**src/rtl/sqrt_iter_uns.sv**
```systemverilog
// sqrt_iter_uns: multi-cycle restoring unsigned square root, Q = floor(sqrt(X)), R = X - Q*Q.
// Resolves BitsPerCycle root bits per clock between a valid/ready input and a valid/ready output.
module sqrt_iter_uns #(
  parameter int widthX       = 16,
  parameter int BitsPerCycle = 1
) (
  input  logic                    clk_i,
  input  logic                    rst_ni,
  input  logic                    in_valid_i,
  output logic                    in_ready_o,
  input  logic [widthX-1:0]       x_i,
  input  logic                    flush_i,
  output logic                    out_valid_o,
  input  logic                    out_ready_i,
  output logic [(widthX+1)/2-1:0] q_o,
  output logic [(widthX+1)/2:0]   r_o,
  output logic                    busy_o
);

  localparam int widthQ = (widthX + 1) / 2;
  localparam int NIter  = (BitsPerCycle > 0) ? (widthQ / BitsPerCycle) : 1;
  localparam int CntW   = (NIter > 1) ? $clog2(NIter) : 1;
  localparam logic [CntW-1:0]   LastCnt = CntW'(NIter - 1);
  localparam logic [widthQ-1:0] OneQ    = widthQ'(1);

  if (widthX < 2) begin : g_bad_width
    $error("sqrt_iter_uns: widthX must be at least 2");
  end
  if (BitsPerCycle < 1) begin : g_bad_bpc
    $error("sqrt_iter_uns: BitsPerCycle must be at least 1");
  end else if ((widthQ % BitsPerCycle) != 0) begin : g_bad_div
    $error("sqrt_iter_uns: BitsPerCycle must divide (widthX+1)/2");
  end

  typedef enum logic [1:0] {
    S_IDLE = 2'd0,
    S_CALC = 2'd1,
    S_DONE = 2'd2
  } state_e;

  state_e                state_q, state_d;
  logic [CntW-1:0]       count_q, count_d;
  logic [2*widthQ-1:0]   x_q, x_d;
  logic [widthQ-1:0]     q_q, q_d;
  logic [widthQ+1:0]     r_q, r_d;
  logic [widthQ-1:0]     q_res_q, q_res_d;
  logic [widthQ:0]       r_res_q, r_res_d;

  logic [2*widthQ-1:0]   x_ext_s;
  logic [2*widthQ-1:0]   x_step_s;
  logic [widthQ-1:0]     q_step_s;
  logic [widthQ+1:0]     r_step_s;
  logic                  accept_s;

  assign in_ready_o  = (state_q == S_IDLE) | ((state_q == S_DONE) & out_ready_i);
  assign out_valid_o = (state_q == S_DONE);
  assign busy_o      = (state_q != S_IDLE);
  assign q_o         = q_res_q;
  assign r_o         = r_res_q;
  // Flush blocks acceptance even though in_ready_o stays independent of it.
  assign accept_s    = in_valid_i & in_ready_o & ~flush_i;

  // Zero-extend the operand to an even number of bits (odd widthX gets a leading 0).
  always_comb begin
    x_ext_s              = '0;
    x_ext_s[widthX-1:0]  = x_i;
  end

  // BitsPerCycle restoring steps, each consuming the next two operand MSBs.
  always_comb begin : step_logic
    logic [2*widthQ-1:0] x_v;
    logic [widthQ-1:0]   q_v;
    logic [widthQ+1:0]   r_v;
    logic [widthQ+1:0]   t_v;
    logic [widthQ+2:0]   d_v;
    x_v = x_q;
    q_v = q_q;
    r_v = r_q;
    t_v = '0;
    d_v = '0;
    for (int i = 0; i < BitsPerCycle; i++) begin
      t_v = {r_v[widthQ-1:0], x_v[2*widthQ-1 -: 2]};
      d_v = {1'b0, t_v} - {1'b0, q_v, 2'b01};
      if (d_v[widthQ+2] == 1'b0) begin
        r_v = d_v[widthQ+1:0];
        q_v = (q_v << 1) | OneQ;
      end else begin
        r_v = t_v;
        q_v = q_v << 1;
      end
      x_v = x_v << 2;
    end
    x_step_s = x_v;
    q_step_s = q_v;
    r_step_s = r_v;
  end

  // Next-state and datapath update for the IDLE/CALC/DONE controller.
  always_comb begin
    state_d = state_q;
    count_d = count_q;
    x_d     = x_q;
    q_d     = q_q;
    r_d     = r_q;
    q_res_d = q_res_q;
    r_res_d = r_res_q;
    if (flush_i) begin
      state_d = S_IDLE;
      count_d = '0;
    end else begin
      case (state_q)
        S_IDLE: begin
          if (accept_s) begin
            x_d     = x_ext_s;
            q_d     = '0;
            r_d     = '0;
            count_d = '0;
            state_d = S_CALC;
          end else begin
            state_d = S_IDLE;
          end
        end
        S_CALC: begin
          x_d = x_step_s;
          q_d = q_step_s;
          r_d = r_step_s;
          if (count_q == LastCnt) begin
            count_d = '0;
            q_res_d = q_step_s;
            r_res_d = r_step_s[widthQ:0];
            state_d = S_DONE;
          end else begin
            count_d = count_q + {{(CntW-1){1'b0}}, 1'b1};
          end
        end
        S_DONE: begin
          if (out_ready_i) begin
            if (accept_s) begin
              x_d     = x_ext_s;
              q_d     = '0;
              r_d     = '0;
              count_d = '0;
              state_d = S_CALC;
            end else begin
              state_d = S_IDLE;
            end
          end else begin
            state_d = S_DONE;
          end
        end
        default: begin
          state_d = S_IDLE;
          count_d = '0;
        end
      endcase
    end
  end

  // State and datapath registers with synchronous active-low reset.
  always_ff @(posedge clk_i) begin
    if (!rst_ni) begin
      state_q <= S_IDLE;
      count_q <= '0;
      x_q     <= '0;
      q_q     <= '0;
      r_q     <= '0;
      q_res_q <= '0;
      r_res_q <= '0;
    end else begin
      state_q <= state_d;
      count_q <= count_d;
      x_q     <= x_d;
      q_q     <= q_d;
      r_q     <= r_d;
      q_res_q <= q_res_d;
      r_res_q <= r_res_d;
    end
  end

endmodule

```
**config.mk**
```make
export PLATFORM = sky130hd
export DESIGN_NAME = sqrt_iter_uns
export DESIGN_NICKNAME = d
export VERILOG_FILES = /design/src/rtl/sqrt_iter_uns.sv
export SDC_FILE = /design/constraint.sdc
export NUM_CORES = 1
export LEC_CHECK = 0
export ABC_AREA = 1
export CORE_AREA = 8 8 87 89
export CTS_CLUSTER_SIZE = 20
export DETAILED_ROUTE_END_ITERATION = 10
export DIE_AREA = 0 0 95 97
export GPL_TIMING_DRIVEN = 0
export PLACE_DENSITY = 0.68
export SETUP_SLACK_MARGIN = 0.02
export SKIP_LAST_GASP = 1
export SYNTH_ARGS = -nofsm -noshare
export SYNTH_HDL_FRONTEND = slang
export SYNTH_SLANG_ARGS = --single-unit
```
**constraint.sdc**
```tcl
create_clock -name clk_i -period 3.5 [get_ports clk_i]
set_clock_uncertainty 0.2 [all_clocks]
set_input_delay 0.35 -clock clk_i [delete_from_list [all_inputs] [get_ports clk_i]]
set_output_delay 0.35 -clock clk_i [all_outputs]
set_load 0.005 [all_outputs]
```
# Word-level counts from Yosys, hierarchy flattened
# Cells that the tools add are included.
[word_totals]
ff_bits = 56
in_bits = 21
out_inout_bits = 20
word_cells = 45
[op_classes]
add_sub_neg = 2
n_eq_ne = 5
muxes = 19
bitwise = 6
reduce_logical = 6
[ops]
columns = ["operator", "n"]
rows = [
  ["$pmux W16 S3", 1],
  ["$mux W16", 2],
  ["$mux W10", 3],
  ["$pmux W10 S3", 1],
  ["$pmux W8 S3", 1],
  ["$mux W8", 2],
  ["$sub A10 B10 Y11", 1],
  ["$mux W3", 3],
  ["$pmux W3 S3", 1],
  ["$pmux W2 S3", 1],
  ["$reduce_and A3 Y1", 2],
  ["$mux W2", 2],
  ["$add A3 B1 Y3 const B", 1],
  ["$and A1 B1 Y1", 3],
  ["$eq A3 B3 Y1 const B", 1],
  ["$reduce_bool A3 Y1", 1],
  ["$eq A2 B1 Y1 const B", 1],
  ["$eq A2 B2 Y1 const B", 1],
  ["$logic_not A2 Y1", 1],
  ["$mux W1", 2],
  ["$ne A2 B1 Y1 const B", 1],
  ["$ne A2 B2 Y1 const B", 1],
  ["$not A1 Y1", 2],
  ["$reduce_bool A2 Y1", 1],
  ["2 further kinds", 2],
]

# Depth between registers and ports, before layout
[depth]
depth_word = 8
depth_mapped = 14
mapped_depth_nobuf = 13

# Least setup slack after synthesis
# OpenSTA, ideal clock, no wires.
[synth_timing]
kind = "register to register"
start = "register q_q[5]"
end = "register r_res_q[5] (netlist: r_o[5])"
setup_time_ns = 0.115
t_arrival_ns = 1.630
t_required_ns = 3.185
setup_slack_ns = 1.555
stages_incl_launch_ff = 12
path_buffers = 1
synth_period_minus_slack_ns = 1.945
path_cell_list = "dfxtp_1 -> inv_1 -> ha_1 -> nand2_1 -> nand2_1 -> a21oi_4 -> nand3_2 -> buf_6 -> nand2_1 -> nand2_1 -> o21ai_0 -> inv_1"
[synth_via]
elab_chain_cells = 2
[synth_lines]
columns = ["item", "line", "source"]
rows = [
  ["start: declaration", "44", "logic [widthQ-1:0] q_q, q_d;"],
  ["start signal: assignment", "173", "q_q <= q_d;"],
  ["$sub A10 B10 Y11", "83", "d_v = {1'b0, t_v} - {1'b0, q_v, 2'b01};"],
  ["$mux W10", "84", "if (d_v[widthQ+2] == 1'b0) begin"],
  ["end signal: assignment", "176", "r_res_q <= r_res_d;"],
  ["end: declaration", "47", "logic [widthQ:0] r_res_q, r_res_d;"],
]
# No other way between the ends.
# A chain may end at the register's enable or synchronous reset.

# Worst setup path after layout
# Ends and elaborated chain as after synthesis.

==> impl_metrics.json <==
{
  "max_stage_delay_ps": 360,
  "ys_ff_latch": 54,
  "crit_path_start": "q_q[5]",
  "pwr-share-comb": 0.171,
  "critical_path.endpoint_type": "flip-flop",
  "row_count": 29,
  "crit_path_end": "r_o[5]",
  "seqPwrFrac": 0.527,
  "hpwl_mm": 5.18,
  "fin_ws_ps": 1190,
  "final_common_cell": "nand2_1",
  "synthDistinctLibCells": 32,
  "pwr-share-clk": 0.303,
  "postCtsSetupBuffers": 0,
  "worstReg2RegStart": "q_q[5]",
  "worstPathCellList": "inv_1, ha_1, nand2_1, nand2_1, a21oi_4, nand3_2, buf_6, nand2_1, nand2_1, o21ai_0, inv_1",
  "cts_tree": "done",
  "clk_latency_ps": 310,
  "ir_drop_v": 0.000163,
  "drc": 0,
  "n_antenna_cell": 0,
  "finalCriticalPeriod_ps": 2310,
  "start_util": 0.447,
  "wl_mm": 6.89,
  "cts-root-buf": "clkbuf_8",
  "synthCells": 394,
  "cpMostUsedCell": "nand2_1",
  "seq_area_frac_synth": 0.390,
  "setup_tns_ps": 0,
  "syn-cell-area_um2": 2770,
  "post-route-period-util": 0.661,
  "antenna_left": 0,
  "power.density_nw_per_um2": 363,
  "final_hold_viol_count": 0,
  "fin_nets": 473,
  "ys_warn_count": 0,
  "vias": 2653,
  "r2r_cells": 11,
  "critical_path_required_ps": 3510,
  "numCtsBuffers": 5,
  "internal_power_mw": 0.873,
  "cp_top_family": "simple AND/OR/NAND/NOR gates",
  "fin_cells": 519,
  "final_cell_mix": "115 x nand2_1, 54 x dfxtp_1, 45 x inv_1, 40 x clkdlybuf4s50_1, 30 x a21oi_1",
  "die_width_um": 95,
  "numPortBuffers": 40,
  "switchingPower_mw": 0.347,
  "crit_cells": 11,
  "synth_area_per_cell_um2": 7.03,
  "power_mw": 1.22,
  "setup_viol": 0,
  "rsz0062_at_grt": "false",
  "drive_gt1_frac": 0.0769,
  "place_congestion": 0.878,
  "fin_util": 0.542,
  "cap_violations": 0,
  "cp_slowest_cell": "dfxtp_1",
  "grtUsageTotal": 0.157,
  "syn_to_final_growth_pct": 21.4,
  "cp_max_fo": 10,
  "criticalPathCategory": "reg -> reg",
  "hold_class": "reg -> reg",
  "grt_pass1_vias": 2604,
  "htree_num_levels": 2,
  "critPathBufInv": 3,
  "drv_slew": 0,
  "p_sw_frac": 0.284,
  "worstReg2RegEnd": "r_o[5]",
  "outcome": "finished clean",
  "synth_nets": 426,
  "die_h_um": 97,
  "drt_first_pass_iters": 4,
  "max_freq_ghz": 0.432,
  "die_area_um2": 9220,
  "grt_max_degree": 17,
  "ctsHoldBuffers": 0,
  "clock_sinks": 54,
  "dp_slack_ps": 1230,
  "reg2reg_setup_slack_ps": 1190,
  "worstSetupStartpointType": "flip-flop",
  "worstMarginPinSlew_ps": 547,
  "core_um2": 6200,
  "grt_overflow": 0,
  "antenna_found_initial": 0,
  "wire_per_inst_um": 13.3,
  "cts_resized": 0,
  "routed_via_density": 5.11,
  "crit_arrival_ps": 2320,
  "leakage_nw": 1.51,
  "grt_first_pass_wirelength_mm": 11.9,
  "num_io_pins": 41,
  "place_inst": 511,
  "clockBufferDepth": 2,
  "drt_iter0_markers": 212,
  "relSlewSlack": 0.635,
  "worstHoldPathCells": 2,
  "path_clk_slew_ps": 100
}
-- state kept, by name (all words and copies together) (netlist names) --
| register | count |
|---|---|
| count_q | 3 |
| q_q | 8 |
| state_q | 2 |
| r_o | 9 |
| r_q | 8 |
| x_q | 16 |
| q_o | 8 |
-- worst min-delay path by stage --
stage	startpoint	to	slack (ps)
2_1_floorplan	q_q[7]	q_q[7]	240
3_3_place_gp	q_q[7]	q_q[7]	250
4_1_cts	q_q[7]	q_q[7]	270
3_5_place_dp	q_q[7]	q_q[7]	260
6_report	q_q[7]	q_q[7]	270
5_1_grt	q_q[7]	q_q[7]	290
-- cells in the mapped netlist (all sizes together) --
cell	number	area (um2)
xor2	1	8.76
buf	8	66.3
inv	50	190
nand2	119	462
o21ai	29	145
a22oi	2	15.0
nand4	10	62.6
clkinv	2	12.5
or2	1	6.26
ha	11	138
a31oi	15	93.8
xnor2	1	8.76
nor2	30	148
clkbuf	6	22.5
nor3	1	5.00
a21oi	31	166
dfxtp	54	1080
a211oi	1	7.51
nand3	19	110
a21o	3	22.5
-- power by group through the flow --
stage | clock network [mW] | logic [mW] | registers (mW)
after global routing | 0.402 | 0.233 | 0.645
after detailed placement | 0 | 0.205 | 0.656
final | 0.369 | 0.208 | 0.642
after floorplan | 0 | 0.139 | 0.653
after CTS | 0.380 | 0.205 | 0.642
after global placement | 0 | 0.205 | 0.655
-- worst register-to-register path, delay by kind of cell (launching register included) --
family,cells,cell delay [ps]
buffers and inverters,3,280
flip-flops,1,360
AO/OA/AOI/OAI,2,490
AND/OR/NAND/NOR,5,530
adder cells (fa/ha/maj),1,360
-- cell families after synthesis --
| group | after synthesis | synth area share |
|---|---|---|
| AOI/OAI and AO/OA | 81 | 0.163 |
| xor gates and xnor gates | 2 | 0.00632 |
| adders and majority gates | 11 | 0.0497 |
| buffers and inverters | 66 | 0.105 |
| DFF | 54 | 0.390 |
| and+or+nand+nor | 180 | 0.286 |
-- through the flow --
stage | hold WS (ps) | instance area, um2
after detailed placement | 259 | 3270
after global routing | 287 | 3360
after CTS | 273 | 3360
after floorplan | 239 | 2770
final | 266 | 3360
after global placement | 249 | 3270
-- area by class of cell --
| type | count | area (um2) |
|---|---|---|
| Sequential cell | 54 | 1080 |
| Fill cell | 610 | 2840 |
| Clock buffer | 6 | 82.6 |
| Clock inverter | 2 | 12.5 |
| Timing Repair Buffer | 40 | 400 |
| Inverter | 52 | 203 |
| Tap cell | 77 | 96.3 |
| Buffer | 14 | 88.8 |
| Multi-Input combinational cell | 274 | 1400 |
-- metal layers --
| metal | wire length (um) | up-vias | global-route usage |
|---|---|---|---|
| met3 | 271 | 7 | 0.0309 |
| met1 | 3200 | 1211 | 0.201 |
| met2 | 3310 | 61 | 0.257 |
| met4 | 100 | 0 | 0.0457 |
| li1 | - | 1374 | - |
| met5 | 0 | - | 0 |
(Power assumes the default switching activity.)
